$ cat config.mk
export PLATFORM = sky130hd
export DESIGN_NAME = fpdiv_sp_stream_ctrl_flat
export DESIGN_NICKNAME = d
export VERILOG_FILES = /design/src/rtl/fpdiv_sp_stream_ctrl_if.sv /design/src/rtl/fpdiv_sp_stream_ctrl.sv /design/src/flat_wrapper.sv
export SDC_FILE = /design/constraint.sdc
export NUM_CORES = 1
export LEC_CHECK = 0
export ABC_CLOCK_PERIOD_IN_PS = 9100
export BUFFER_PORTS_ARGS = -buffer_cell sky130_fd_sc_hd__buf_2
export CAP_MARGIN = 15
export CORE_MARGIN = 1
export CORE_UTILIZATION = 62
export DETAILED_ROUTE_END_ITERATION = 16
export GPL_ROUTABILITY_DRIVEN = 0
export PLACE_DENSITY_LB_ADDON = 0.15
export SYNTH_ARGS = -nofsm -noshare
export SYNTH_HDL_FRONTEND = slang
export SYNTH_SLANG_ARGS = --single-unit
$ cat constraint.sdc
create_clock -name clk -period 9.1 [get_ports clk]
set_input_delay 1.365 -clock clk [delete_from_list [all_inputs] [get_ports clk]]
set_output_delay 1.365 -clock clk [all_outputs]
set_load 0.05 [all_outputs]
$ cat src/rtl/fpdiv_sp_stream_ctrl_if.sv
// Stream-side bundle for fpdiv_sp_stream_ctrl: operand input channel and result output channel.
// master = producer/consumer of the streams, slave = the controller.
interface fpdiv_sp_stream_ctrl_if #(
  parameter int TAG_W = 4
);
  logic             in_valid;
  logic             in_ready;
  logic [33:0]      in_x;
  logic [33:0]      in_y;
  logic [TAG_W-1:0] in_tag;

  logic             out_valid;
  logic             out_ready;
  logic [33:0]      out_r;
  logic [TAG_W-1:0] out_tag;
  logic [1:0]       out_exn;

  modport master (
    output in_valid, in_x, in_y, in_tag, out_ready,
    input  in_ready, out_valid, out_r, out_tag, out_exn
  );

  modport slave (
    input  in_valid, in_x, in_y, in_tag, out_ready,
    output in_ready, out_valid, out_r, out_tag, out_exn
  );
endinterface

$ cat src/rtl/fpdiv_sp_stream_ctrl.sv
// Valid/ready front-end and FWFT result FIFO around a fixed-latency, clock-enable-only
// FloPoCo single-precision divider; a credit counter keeps the FIFO from overflowing.
module fpdiv_sp_stream_ctrl #(
  parameter int NUM_STAGES = 12,
  parameter int FIFO_DEPTH = 16,
  parameter int TAG_W      = 4
) (
  input  logic                   clk,
  input  logic                   rst_n,
  fpdiv_sp_stream_ctrl_if.slave  strm,
  output logic                   div_ce,
  output logic [33:0]            div_x,
  output logic [33:0]            div_y,
  input  logic [33:0]            div_r,
  output logic                   busy
);
  localparam int PTR_W = $clog2(FIFO_DEPTH);
  localparam int CNT_W = PTR_W + 1;
  localparam logic [CNT_W-1:0] DEPTH_C = CNT_W'(FIFO_DEPTH);

  logic [CNT_W-1:0]      reserved;
  logic [NUM_STAGES-1:0] vsr;
  logic [TAG_W-1:0]      tsr [NUM_STAGES];

  logic [33:0]           fifo_r   [FIFO_DEPTH];
  logic [TAG_W-1:0]      fifo_tag [FIFO_DEPTH];
  logic [PTR_W:0]        wr_ptr;
  logic [PTR_W:0]        rd_ptr;
  logic [PTR_W-1:0]      wr_idx;
  logic [PTR_W-1:0]      rd_idx;

  logic issue;
  logic pop;
  logic fifo_wr;
  logic empty;
  logic full;

  // reserved counts every op that will eventually occupy a FIFO slot, so gating
  // acceptance on it alone is enough to guarantee a free slot at write time.
  assign strm.in_ready = rst_n && (reserved < DEPTH_C);
  assign issue         = strm.in_valid && strm.in_ready;
  assign div_ce        = issue || (|vsr);
  assign div_x         = strm.in_x;
  assign div_y         = strm.in_y;
  assign fifo_wr       = div_ce && vsr[NUM_STAGES-1];
  assign busy          = (reserved != '0);

  assign wr_idx  = wr_ptr[PTR_W-1:0];
  assign rd_idx  = rd_ptr[PTR_W-1:0];
  assign empty   = (wr_ptr == rd_ptr);
  assign full    = (wr_idx == rd_idx) && (wr_ptr[PTR_W] != rd_ptr[PTR_W]);
  assign pop     = strm.out_valid && strm.out_ready;

  assign strm.out_valid = !empty;
  assign strm.out_r     = empty ? '0 : fifo_r[rd_idx];
  assign strm.out_tag   = empty ? '0 : fifo_tag[rd_idx];
  assign strm.out_exn   = strm.out_r[33:32];

  // Shadow of the divider pipeline: advances in lockstep with div_ce so that
  // vsr[NUM_STAGES-1] marks the cycle in which div_r carries a real result.
  always_ff @(posedge clk or negedge rst_n) begin
    if (!rst_n) begin
      vsr <= '0;
      for (int i = 0; i < NUM_STAGES; i++) begin
        tsr[i] <= '0;
      end
    end else if (div_ce) begin
      vsr[0] <= issue;
      tsr[0] <= strm.in_tag;
      for (int i = 1; i < NUM_STAGES; i++) begin
        vsr[i] <= vsr[i-1];
        tsr[i] <= tsr[i-1];
      end
    end
  end

  always_ff @(posedge clk or negedge rst_n) begin
    if (!rst_n) begin
      reserved <= '0;
    end else begin
      case ({issue, pop})
        2'b10:   reserved <= reserved + CNT_W'(1);
        2'b01:   reserved <= reserved - CNT_W'(1);
        default: reserved <= reserved;
      endcase
    end
  end

  always_ff @(posedge clk or negedge rst_n) begin
    if (!rst_n) begin
      wr_ptr <= '0;
      rd_ptr <= '0;
    end else begin
      if (fifo_wr) begin
        wr_ptr <= wr_ptr + (PTR_W+1)'(1);
      end
      if (pop) begin
        rd_ptr <= rd_ptr + (PTR_W+1)'(1);
      end
    end
  end

  // Storage needs no reset: the pointers alone define what is valid.
  always_ff @(posedge clk) begin
    if (fifo_wr) begin
      fifo_r[wr_idx]   <= div_r;
      fifo_tag[wr_idx] <= tsr[NUM_STAGES-1];
    end
  end

  always @(posedge clk) begin
    if (rst_n) begin
      a_no_write_full: assert (!(fifo_wr && full));
      a_no_pop_empty:  assert (!(pop && empty));
      a_credit_bound:  assert (reserved <= DEPTH_C);
    end
  end
endmodule

$ cat src/flat_wrapper.sv
// flat-port wrapper written by rule: the top's interface ports become plain ports
module fpdiv_sp_stream_ctrl_flat 
#(
  parameter int NUM_STAGES = 12,
  parameter int FIFO_DEPTH = 16,
  parameter int TAG_W      = 4
)
  (clk, rst_n, div_ce, div_x, div_y, div_r, busy, strm_in_valid, strm_in_x, strm_in_y, strm_in_tag, strm_out_ready, strm_in_ready, strm_out_valid, strm_out_r, strm_out_tag, strm_out_exn);
  fpdiv_sp_stream_ctrl_if #(.TAG_W(TAG_W)) strm_i ();
  input  logic clk;
  input  logic rst_n;
  output logic div_ce;
  output logic [33:0] div_x;
  output logic [33:0] div_y;
  input  logic [33:0] div_r;
  output logic busy;
  input wire logic [$bits(strm_i.in_valid)-1:0] strm_in_valid;
  input wire logic [$bits(strm_i.in_x)-1:0] strm_in_x;
  input wire logic [$bits(strm_i.in_y)-1:0] strm_in_y;
  input wire logic [$bits(strm_i.in_tag)-1:0] strm_in_tag;
  input wire logic [$bits(strm_i.out_ready)-1:0] strm_out_ready;
  output wire logic [$bits(strm_i.in_ready)-1:0] strm_in_ready;
  output wire logic [$bits(strm_i.out_valid)-1:0] strm_out_valid;
  output wire logic [$bits(strm_i.out_r)-1:0] strm_out_r;
  output wire logic [$bits(strm_i.out_tag)-1:0] strm_out_tag;
  output wire logic [$bits(strm_i.out_exn)-1:0] strm_out_exn;
  assign strm_i.in_valid = strm_in_valid;
  assign strm_i.in_x = strm_in_x;
  assign strm_i.in_y = strm_in_y;
  assign strm_i.in_tag = strm_in_tag;
  assign strm_i.out_ready = strm_out_ready;
  assign strm_in_ready = strm_i.in_ready;
  assign strm_out_valid = strm_i.out_valid;
  assign strm_out_r = strm_i.out_r;
  assign strm_out_tag = strm_i.out_tag;
  assign strm_out_exn = strm_i.out_exn;
  fpdiv_sp_stream_ctrl #(.NUM_STAGES(NUM_STAGES), .FIFO_DEPTH(FIFO_DEPTH), .TAG_W(TAG_W)) u_core (.clk(clk), .rst_n(rst_n), .strm(strm_i), .div_ce(div_ce), .div_x(div_x), .div_y(div_y), .div_r(div_r), .busy(busy));
endmodule
# Yosys cells after proc, flatten, opt, wreduce, memory -nomap -nowiden
# Memories as Yosys holds them, arrays and structs flattened.
# Index checks and enable logic that the tools add are counted.
# classes
add_sub_neg	4
shifts	0
order_cmp	1
n_reduce_logical	9
muxes	5
n_bitwise	0
mul	0
n_eq_ne	3
div	0
# op_table
op	n
$mux 34	1
$add 5x1->5 const B	3
$reduce_or 12->1	1
$pmux 5 s2	1
$eq 5x5->1	1
$lt 5x5->1 const B	1
$reduce_bool 5->1	1
$sub 5x1->5 const B	1
$logic_and 1x1->1	4
$mux 4	1
$eq 2x1->1 const B	1
$eq 2x2->1 const B	1
$mux 1	2
$reduce_bool 2->1	1
$logic_not 1->1	1
$logic_or 1x1->1	1
# word_totals
mem_bits_rw	608
output_inout_bits	112
mem_bits_ro	0
word_cells	40
n_memories	2
register_bits	75
latchBits	0
# memory_table
memory	depth	word_bits	read_ports	rd_clocked_by_memory_dff	write_ports	line_no	text
u_core.fifo_r	16	34	1	0	1	fpdiv_sp_stream_ctrl.sv:25	logic [33:0] fifo_r [FIFO_DEPTH];
u_core.fifo_tag	16	4	1	0	1	fpdiv_sp_stream_ctrl.sv:26	logic [TAG_W-1:0] fifo_tag [FIFO_DEPTH];

# Longest topological paths before layout
# Gate-level depths: netlist of the first run.
# logic_depth
ltp_word	7
depth_mapped	12
ltp_nobuf	10

# Worst setup path before layout of the first run
# No wires, ideal clock.
# synth_path
kind	input port to output port
startpoint	input rst_n
endpoint	output div_ce
t_arrival_ps	2876
setup_slack_ps	4859
path_buffers	2
cell_stages	5
path_cell_list	nor2b_1 > nand2_1 > nand4_2 > buf_6 > buf_6
# synth_via
elab_chain_len	3
# synth_lines
element	line_no	text
from (decl)	flat_wrapper.sv:11	input logic rst_n;
$logic_and 1x1->1	fpdiv_sp_stream_ctrl.sv:40	assign strm.in_ready = rst_n && (reserved < DEPTH_C);
$logic_and 1x1->1	fpdiv_sp_stream_ctrl.sv:41	assign issue = strm.in_valid && strm.in_ready;
$logic_or 1x1->1	fpdiv_sp_stream_ctrl.sv:42	assign div_ce = issue || (|vsr);
to (decl)	flat_wrapper.sv:12	output logic div_ce;
# Every way passes these cells.

# Final worst setup path of the first run
# layout_path
startpoint	register u_core.rd_ptr[1]
endpoint	output strm_out_tag[2]
# layout_via
elab_chain_len	2
# layout_lines
element	line_no	text
from (decl)	fpdiv_sp_stream_ctrl.sv:28	logic [PTR_W:0] rd_ptr;
from (signal assigned)	fpdiv_sp_stream_ctrl.sv:98	rd_ptr <= rd_ptr + (PTR_W+1)'(1);
$mem_v2 16x4 / $eq 5x5->1 (equally long branches)	--	
$mux 4 (*)	fpdiv_sp_stream_ctrl.sv:56	assign strm.out_tag = empty ? '0 : fifo_tag[rd_idx];
to (decl)	flat_wrapper.sv:25	output wire logic [$bits(strm_i.out_tag)-1:0] strm_out_tag;
# Every way passes the cells marked *; elsewhere a longest branch is shown, timed or not.

==> flow_metrics.py, run 1 <==
metrics = {
    "timing": {
        "period_minus_slack_ns": 5.52,
        "worst_slew_pin_slew_ns": 1.04,
        "max_freq_mhz": 181,
        "setup_tns_ns": 0,
        "setup_viol": 0,
        "final_hold_viol_count": 0,
        "hold_slack_ns": 0.374,
        "rsz0062_at_grt": "false",
        "slew_headroom": 0.305,
        "post-route-period-util": 0.607,
        "fin_skew_ns": 0.0248,
        "slew_violations": 0,
    },
    "place": {
        "placed_area_um2": 27100,
        "port_buffers": 85,
        "dpl.cell_count": 1752,
        "hpwlAfterDp_um": 27200,
    },
    "grt": {
        "grt_pass1_wl_um": 78000,
        "grt_pass1_vias": 12400,
        "use_met1": 0.367,
        "grt_max_degree": 77,
        "top_usage_layer": "met2",
        "use_met3": 0.0543,
        "globalRouteTotalUtil": 0.247,
        "antenna_found_initial": 2,
        "use_met2": 0.378,
        "grt-ovfl-total": 0,
    },
    "worst_setup_path": {
        "crit_family": "buffers and inverters",
        "r2r_cells": 10,
        "cp_num_buf_inv": 3,
        "crit_type": "register to primary output",
        "rrSetupSlack_ns": 6.08,
        "reg2reg_from": "u_core.rd_ptr[1]",
        "cpPeakStageDelay_ns": 0.81,
        "crit_fanout": 61,
        "start_kind": "register",
        "r2r-end": "u_core.reserved[4]",
        "crit_slowest_cell": "dfrtp_4",
        "cp.arrival_ns": 4.16,
        "worstPathCellList": "buf_4 -> buf_4 -> mux4_2 -> a22oi_1 -> a21oi_1 -> buf_2",
        "crit_path_end_kind": "primary output",
        "cp_common_cell": "buf_4",
        "cp.required_ns": 7.74,
    },
    "final_layout": {
        "register_area_um2": 20100,
        "multi_input_area_um2": 5580,
        "fillers": 2592,
        "fin_nets": 1403,
        "area_growth_pct": 9.75,
        "post_layout_nonfiller_instances": 1867,
        "drive_gt1_frac": 0.324,
        "fin_area_um2": 29100,
    },
    "die": {
        "die_area_um2": 43600,
        "ios": 222,
        "start_util": 0.631,
        "die_y_um": 209,
        "die_w_um": 209,
        "design.core.area_um2": 42000,
        "rows": 75,
    },
    "worst_hold_path": {
        "hp-class": "register to register",
        "hold_depth": 0,
        "min_to": "u_core.vsr[3]",
        "hp-start": "u_core.vsr[2]",
    },
    "logic_synthesis": {
        "postSynthAreaPerCell_um2": 21.3,
        "synth.distinct_cells": 35,
        "ys.flop_type": "edfxtp_1",
        "synthTopCellsByCount": "edfxtp_1 (608), mux4_2 (152), buf_4 (88)",
        "synth_nets": 1364,
        "synthesis.area_um2": 26500,
        "synth-seq-cells": 683,
        "yosysMostFrequentCell": "edfxtp_1",
        "yosys-top-cells-area": "edfxtp_1 (69%), mux4_2 (13%), dfrtp_1 (7.1%), buf_4 (2.5%), a22oi_1 (2.2%)",
        "yosys_warnings": 0,
        "async_flop_share": 0.110,
        "synth_cells": 1245,
        "synth_top_cell_area_share": 0.689,
        "yosysTopAreaCell": "edfxtp_1",
        "yosysSeqAreaShare": 0.760,
        "synth_edf_count": 608,
    },
    "clock_tree": {
        "insertion_delay_ns": 0.58,
        "postCtsSetupBuffers": 0,
        "cts_buffers": 69,
        "cts_hold_buf": 0,
        "post_cts_resized": 0,
        "numClockSinks": 683,
        "clockRootBuffer": "clkbuf_16",
        "cts_tree": "yes",
        "clkSlewWorstSetupHoldPaths_ns": 0.06,
        "clockBufferDepth": 3,
        "htreeDepth": 3,
    },
    "detailed_routing": {
        "routed_wl_um": 52200,
        "drt_iter0_markers": 1234,
        "wire_per_inst_um": 28.0,
        "drc": 0,
        "ant_nets": 0,
        "num_vias": 12100,
        "routed_via_density": 6.50,
        "firstDrtPassIters": 5,
    },
    "pwr": {
        "power_density_nw_per_um2": 327,
        "power_w": 0.00952,
        "ir_worst_vdd_mv": 0.234,
        "leakage_nw": 9.59,
    },
    "flow_run": {
        "drv_cap": 0,
    },
    "status": {
        "status": "finished clean",
    },
}
==> per-stage QoR <==
stage          setup slack [ns]  utilization
6_report                   3.58        0.692
5_1_grt                    3.38        0.692
4_1_cts                    3.54        0.692
3_5_place_dp               4.17        0.644
3_3_place_gp               4.17        0.644
2_1_floorplan              4.86            -
==> report_power, final <==
group	leakage [nW]	switching, W	total (W)	internal (W)
logic	2.23	0.00185	0.00298	0.00114
registers	6.37	0.000246	0.00394	0.00370
clock network	0.987	0.00111	0.00259	0.00149
==> layout make-up <==
cell class                 count  area share
antenna                        2    0.000172
clock buffer                  89      0.0637
clock inverter                24     0.00598
inverter                       4    0.000516
multi-input combinational    411       0.192
sequential                   683       0.692
tap                          539      0.0232
timing repair buffer         115      0.0224
==> per-layer routing <==
metal,vias up,share of wire
li1,5093,-
met5,-,0.00027
met3,88,0.079
met4,2,0.023
met1,6398,0.42
met2,552,0.48
==> layout by cell type (no fill, tap or decap), drive strengths merged <==
cell type	instances
a22oi	77
xor2	15
mux2	50
ha	9
clkinvlp	2
nor2	18
nand4	3
xnor2	4
a21oi	43
diode	2
nand2b	3
edfxtp	608
nor2b	4
mux4	152
and2	3
o21ai	4
and3b	1
nand2	9
a31o	1
clkinv	19
clkbuf	89
nor3	6
nor3b	2
nand3	1
dfrtp	75
a21boi	1
buf	115
a311oi	1
nor4	3
inv	5
o21a	1
bufinv	2
==> how the worst max path moves through the flow <==
| stage | start | to | cells after the start |
|---|---|---|---|
| floorplan | rst_n | div_ce | 5 |
| global placement | u_core.rd_ptr[1] | strm_out_r[2] | 6 |
| global route | u_core.rd_ptr[1] | strm_out_tag[2] | 6 |
| CTS | u_core.rd_ptr[1] | strm_out_tag[2] | 6 |
| detailed placement | u_core.rd_ptr[1] | strm_out_tag[2] | 6 |
| finish | u_core.rd_ptr[1] | strm_out_tag[2] | 6 |
==> registers in the layout, summed over array words and instances (netlist names) <==
register / cells
u_core.wr_ptr: 5
u_core.reserved: 5
u_core.fifo_tag: 64
u_core.tsr: 48
u_core.fifo_r: 544
u_core.rd_ptr: 5
u_core.vsr: 12
==> cell families after synthesis <==
family	Yosys count	synth area share
fa+ha+maj	9	0.00425
simple gates	53	0.0108
xor+xnor	19	0.00628
buf+inv	151	0.0355
mux	202	0.152
flops	683	0.760
compound gates	128	0.0319
(Power assumes the default switching activity.)
==> run 2, diff against run 1 <==
Settings changed: ABC_AREA set to 1, ABC_CLOCK_PERIOD_IN_PS 9100 to 5000, CORE_UTILIZATION 62 to 55.
Clock period 9.1 ns to 5 ns, I/O delays scaled along.
==> run 2 against run 1 <==
Utilization down 8.6 points. Critical path type unchanged. Global-route usage up 0.44 points. Clock skew decreased by 0.010 ns. Die area up 28%. Count of clock-buffer cells in the layout rose by 11. Sequential share of layout area is 7.7 points lower. Synthesized area is 14% higher. Worst setup slack lost 2.8 ns. Sequential power rose by 80%. Cell count up 98%. Power up 100%. Highest routed layer unchanged. Design area grew 13%. Critical endpoint is now strm_out_r[23].
==> flow_metrics.py, run 2 <==
metrics = {
    "worst_setup_path": {
        "crit_slowest_cell": "dfrtp_4",
        "reg2reg_from": "u_core.rd_ptr[0]",
        "rrSetupSlack_ns": 1.58,
        "cp.required_ns": 4.25,
        "cp_common_cell": "nand2_1",
        "crit_path_end_kind": "primary output",
        "critical_path.startpoint": "u_core.rd_ptr[0]",
        "cp_num_buf_inv": 3,
        "worstPathCellList": "inv_8 -> buf_4 -> nand2_1 -> nand2_1 -> nand2_1 -> nand3_1 -> nand3_1 -> a21oi_2 -> buf_2",
        "cpPeakStageDelay_ns": 0.62,
        "crit_family": "buffers and inverters",
        "start_kind": "register",
        "crit_type": "register to primary output",
        "crit_fanout": 118,
        "cp.arrival_ns": 3.43,
    },
    "die": {
        "rows": 85,
        "start_util": 0.558,
        "design.core.area_um2": 54000,
        "die_area_um2": 55800,
        "die_y_um": 236,
        "die_w_um": 236,
        "ios": 222,
    },
    "logic_synthesis": {
        "yosysSeqAreaShare": 0.668,
        "yosys_warnings": 0,
        "yosysMostFrequentCell": "nand2_1",
        "synth.distinct_cells": 32,
        "synth_cells": 2969,
        "async_flop_share": 0.110,
        "synthesis.area_um2": 30200,
        "synth_edf_count": 608,
        "yosysTopAreaCell": "edfxtp_1",
        "synth-seq-cells": 683,
        "postSynthAreaPerCell_um2": 10.2,
        "ys.flop_type": "edfxtp_1",
        "synthTopCellsByCount": "nand2_1 (1,117), edfxtp_1 (608), inv_1 (483)",
        "synth_nets": 3088,
        "yosys-top-cells-area": "edfxtp_1 (61%), nand2_1 (14%), dfrtp_1 (6.2%), inv_1 (6.0%), nand3_1 (5.3%)",
        "synth_top_cell_area_share": 0.605,
    },
    "pwr": {
        "seqPwrFrac": 0.373,
        "power_density_nw_per_um2": 581,
        "share_comb_of_total_power": 0.362,
        "internal_power_w": 0.0114,
        "leakage_nw": 14.4,
        "ir_worst_vdd_mv": 0.503,
        "switching_share": 0.401,
        "p_switching_w": 0.00764,
        "p_clk_frac": 0.264,
    },
    "worst_hold_path": {
        "hp-start": "strm_in_tag[0]",
        "hp-class": "primary input to register",
    },
    "grt": {
        "grt_pass1_wl_um": 107000,
        "antenna_found_initial": 3,
        "globalRouteTotalUtil": 0.252,
        "grt-ovfl-total": 0,
        "grt_max_degree": 203,
        "grt_pass1_vias": 18700,
    },
    "final_layout": {
        "area_growth_pct": 8.60,
        "fin_nets": 3066,
        "top_register": "u_core.fifo_r",
        "post_layout_nonfiller_instances": 3699,
        "final_cell_mix": "nand2_1 (1,117), edfxtp_1 (608), inv_1 (481), nand3_1 (318), buf_2 (84)",
        "fin_area_um2": 32800,
        "largest_register_ffs": 544,
        "largestRegisters": "u_core.fifo_r: 544 flops, u_core.fifo_tag: 64 flops, u_core.tsr: 48 flops",
        "drive_gt1_frac": 0.0919,
        "layout_commonest_cell": "nand2_1",
    },
    "detailed_routing": {
        "ant_nets": 0,
        "wire_per_inst_um": 18.6,
        "routed_via_density": 5.24,
        "num_vias": 19400,
        "drc": 0,
        "drt_iter0_markers": 2067,
        "routed_wl_um": 68700,
        "firstDrtPassIters": 8,
    },
    "timing": {
        "slew_violations": 0,
        "worst_slew_pin_slew_ns": 1.21,
        "setup_viol": 0,
        "slew_headroom": 0.189,
        "setup_tns_ns": 0,
        "max_freq_mhz": 239,
        "post-route-period-util": 0.836,
        "period_minus_slack_ns": 4.18,
        "final_hold_viol_count": 0,
        "hold_slack_ns": 0.362,
        "fin_skew_ns": 0.0143,
        "rsz0062_at_grt": "false",
    },
    "clock_tree": {
        "insertion_delay_ns": 0.60,
        "cts_buffers": 72,
        "clockRootBuffer": "clkbuf_16",
        "numClockSinks": 683,
        "postCtsSetupBuffers": 0,
        "cts_tree": "yes",
        "cts_hold_buf": 0,
        "clockBufferDepth": 3,
        "htreeDepth": 3,
        "post_cts_resized": 0,
        "clkSlewWorstSetupHoldPaths_ns": 0.06,
    },
    "flow_run": {
        "drv_cap": 0,
    },
    "place": {
        "dpl.cell_count": 3567,
        "placed_area_um2": 30500,
        "port_buffers": 85,
        "hpwlAfterDp_um": 35900,
    },
    "status": {
        "status": "finished clean",
    },
}
==> run 2: cell count changes in the layout (fill, tap and decap cells not counted), sizes merged, moves of 8 or more <==
cell and change:
nand3 +318, clkbuf +11, nand2 +1109, o21ai +47
mux4 -152, mux2 -50, a22oi -77, inv +484
nor2 +8
==> run 2: cells by family after synthesis <==
| kind of cell | after synthesis | synth area share |
|---|---|---|
| fa+ha+maj | 9 | 0.00373 |
| compound gates | 93 | 0.0193 |
| xor+xnor | 13 | 0.00378 |
| flops | 683 | 0.668 |
| simple gates | 1467 | 0.197 |
| buf+inv | 704 | 0.108 |
==> run 2: cell type report <==
class	instances	area, um^2
Clock inverter	29	165
Antenna cell	1	2.50
Tap cell	696	871
Timing Repair Buffer	121	793
Multi-Input combinational cell	1582	6900
Clock buffer	100	2040
Inverter	487	1840
Fill cell	4328	21300
Sequential cell	683	20100
==> run 2: routing by layer <==
layer | routed length [um] | up-vias | global-route usage
met4 | 1270 | 6 | 0.0738
met3 | 5040 | 110 | 0.0440
met2 | 31800 | 683 | 0.396
met1 | 30600 | 9285 | 0.362
li1 | - | 9305 | -
met5 | 69 | - | 0.00519
==> run 2: through the flow <==
stage	setup WS (ns)	power [W]	utilization
6_report	0.820	0.0190	0.606
3_5_place_dp	1.44	0.0141	0.564
3_3_place_gp	1.42	0.0140	0.564
2_1_floorplan	1.96	0.0127	-
4_1_cts	0.778	0.0192	0.605
5_1_grt	0.637	0.0201	0.606
==> run 2: power by group through the flow <==
stage                     combinational (W)  clock [W]  sequential [W]
after floorplan                     0.00565          0         0.00702
after global placement              0.00681          0         0.00720
after detailed placement            0.00691          0         0.00722
after CTS                           0.00695    0.00511         0.00710
after global routing                0.00757    0.00534         0.00716
final                               0.00690    0.00503         0.00710
==> run 2: final timing paths <==
check | to | depth (start not counted)
min in group asynchronous | u_core.tsr[32] | 2
max in group asynchronous | u_core.rd_ptr[0] | 2
min | u_core.tsr[44] | 3
max reg2reg | u_core.reserved[4] | 15
min reg2reg | u_core.vsr[8] | 0
max | strm_out_r[23] | 9
==> run 2: worst register-to-register path: cells and delay by family (launching register included) <==
family	cells	cell delay (ns)
AO/OA/AOI/OAI	2	0.36
XOR/XNOR	1	0.25
adder cells (fa/ha/maj)	2	0.47
buffers and inverters	2	0.76
flip-flops	1	0.63
AND/OR/NAND/NOR	8	0.83
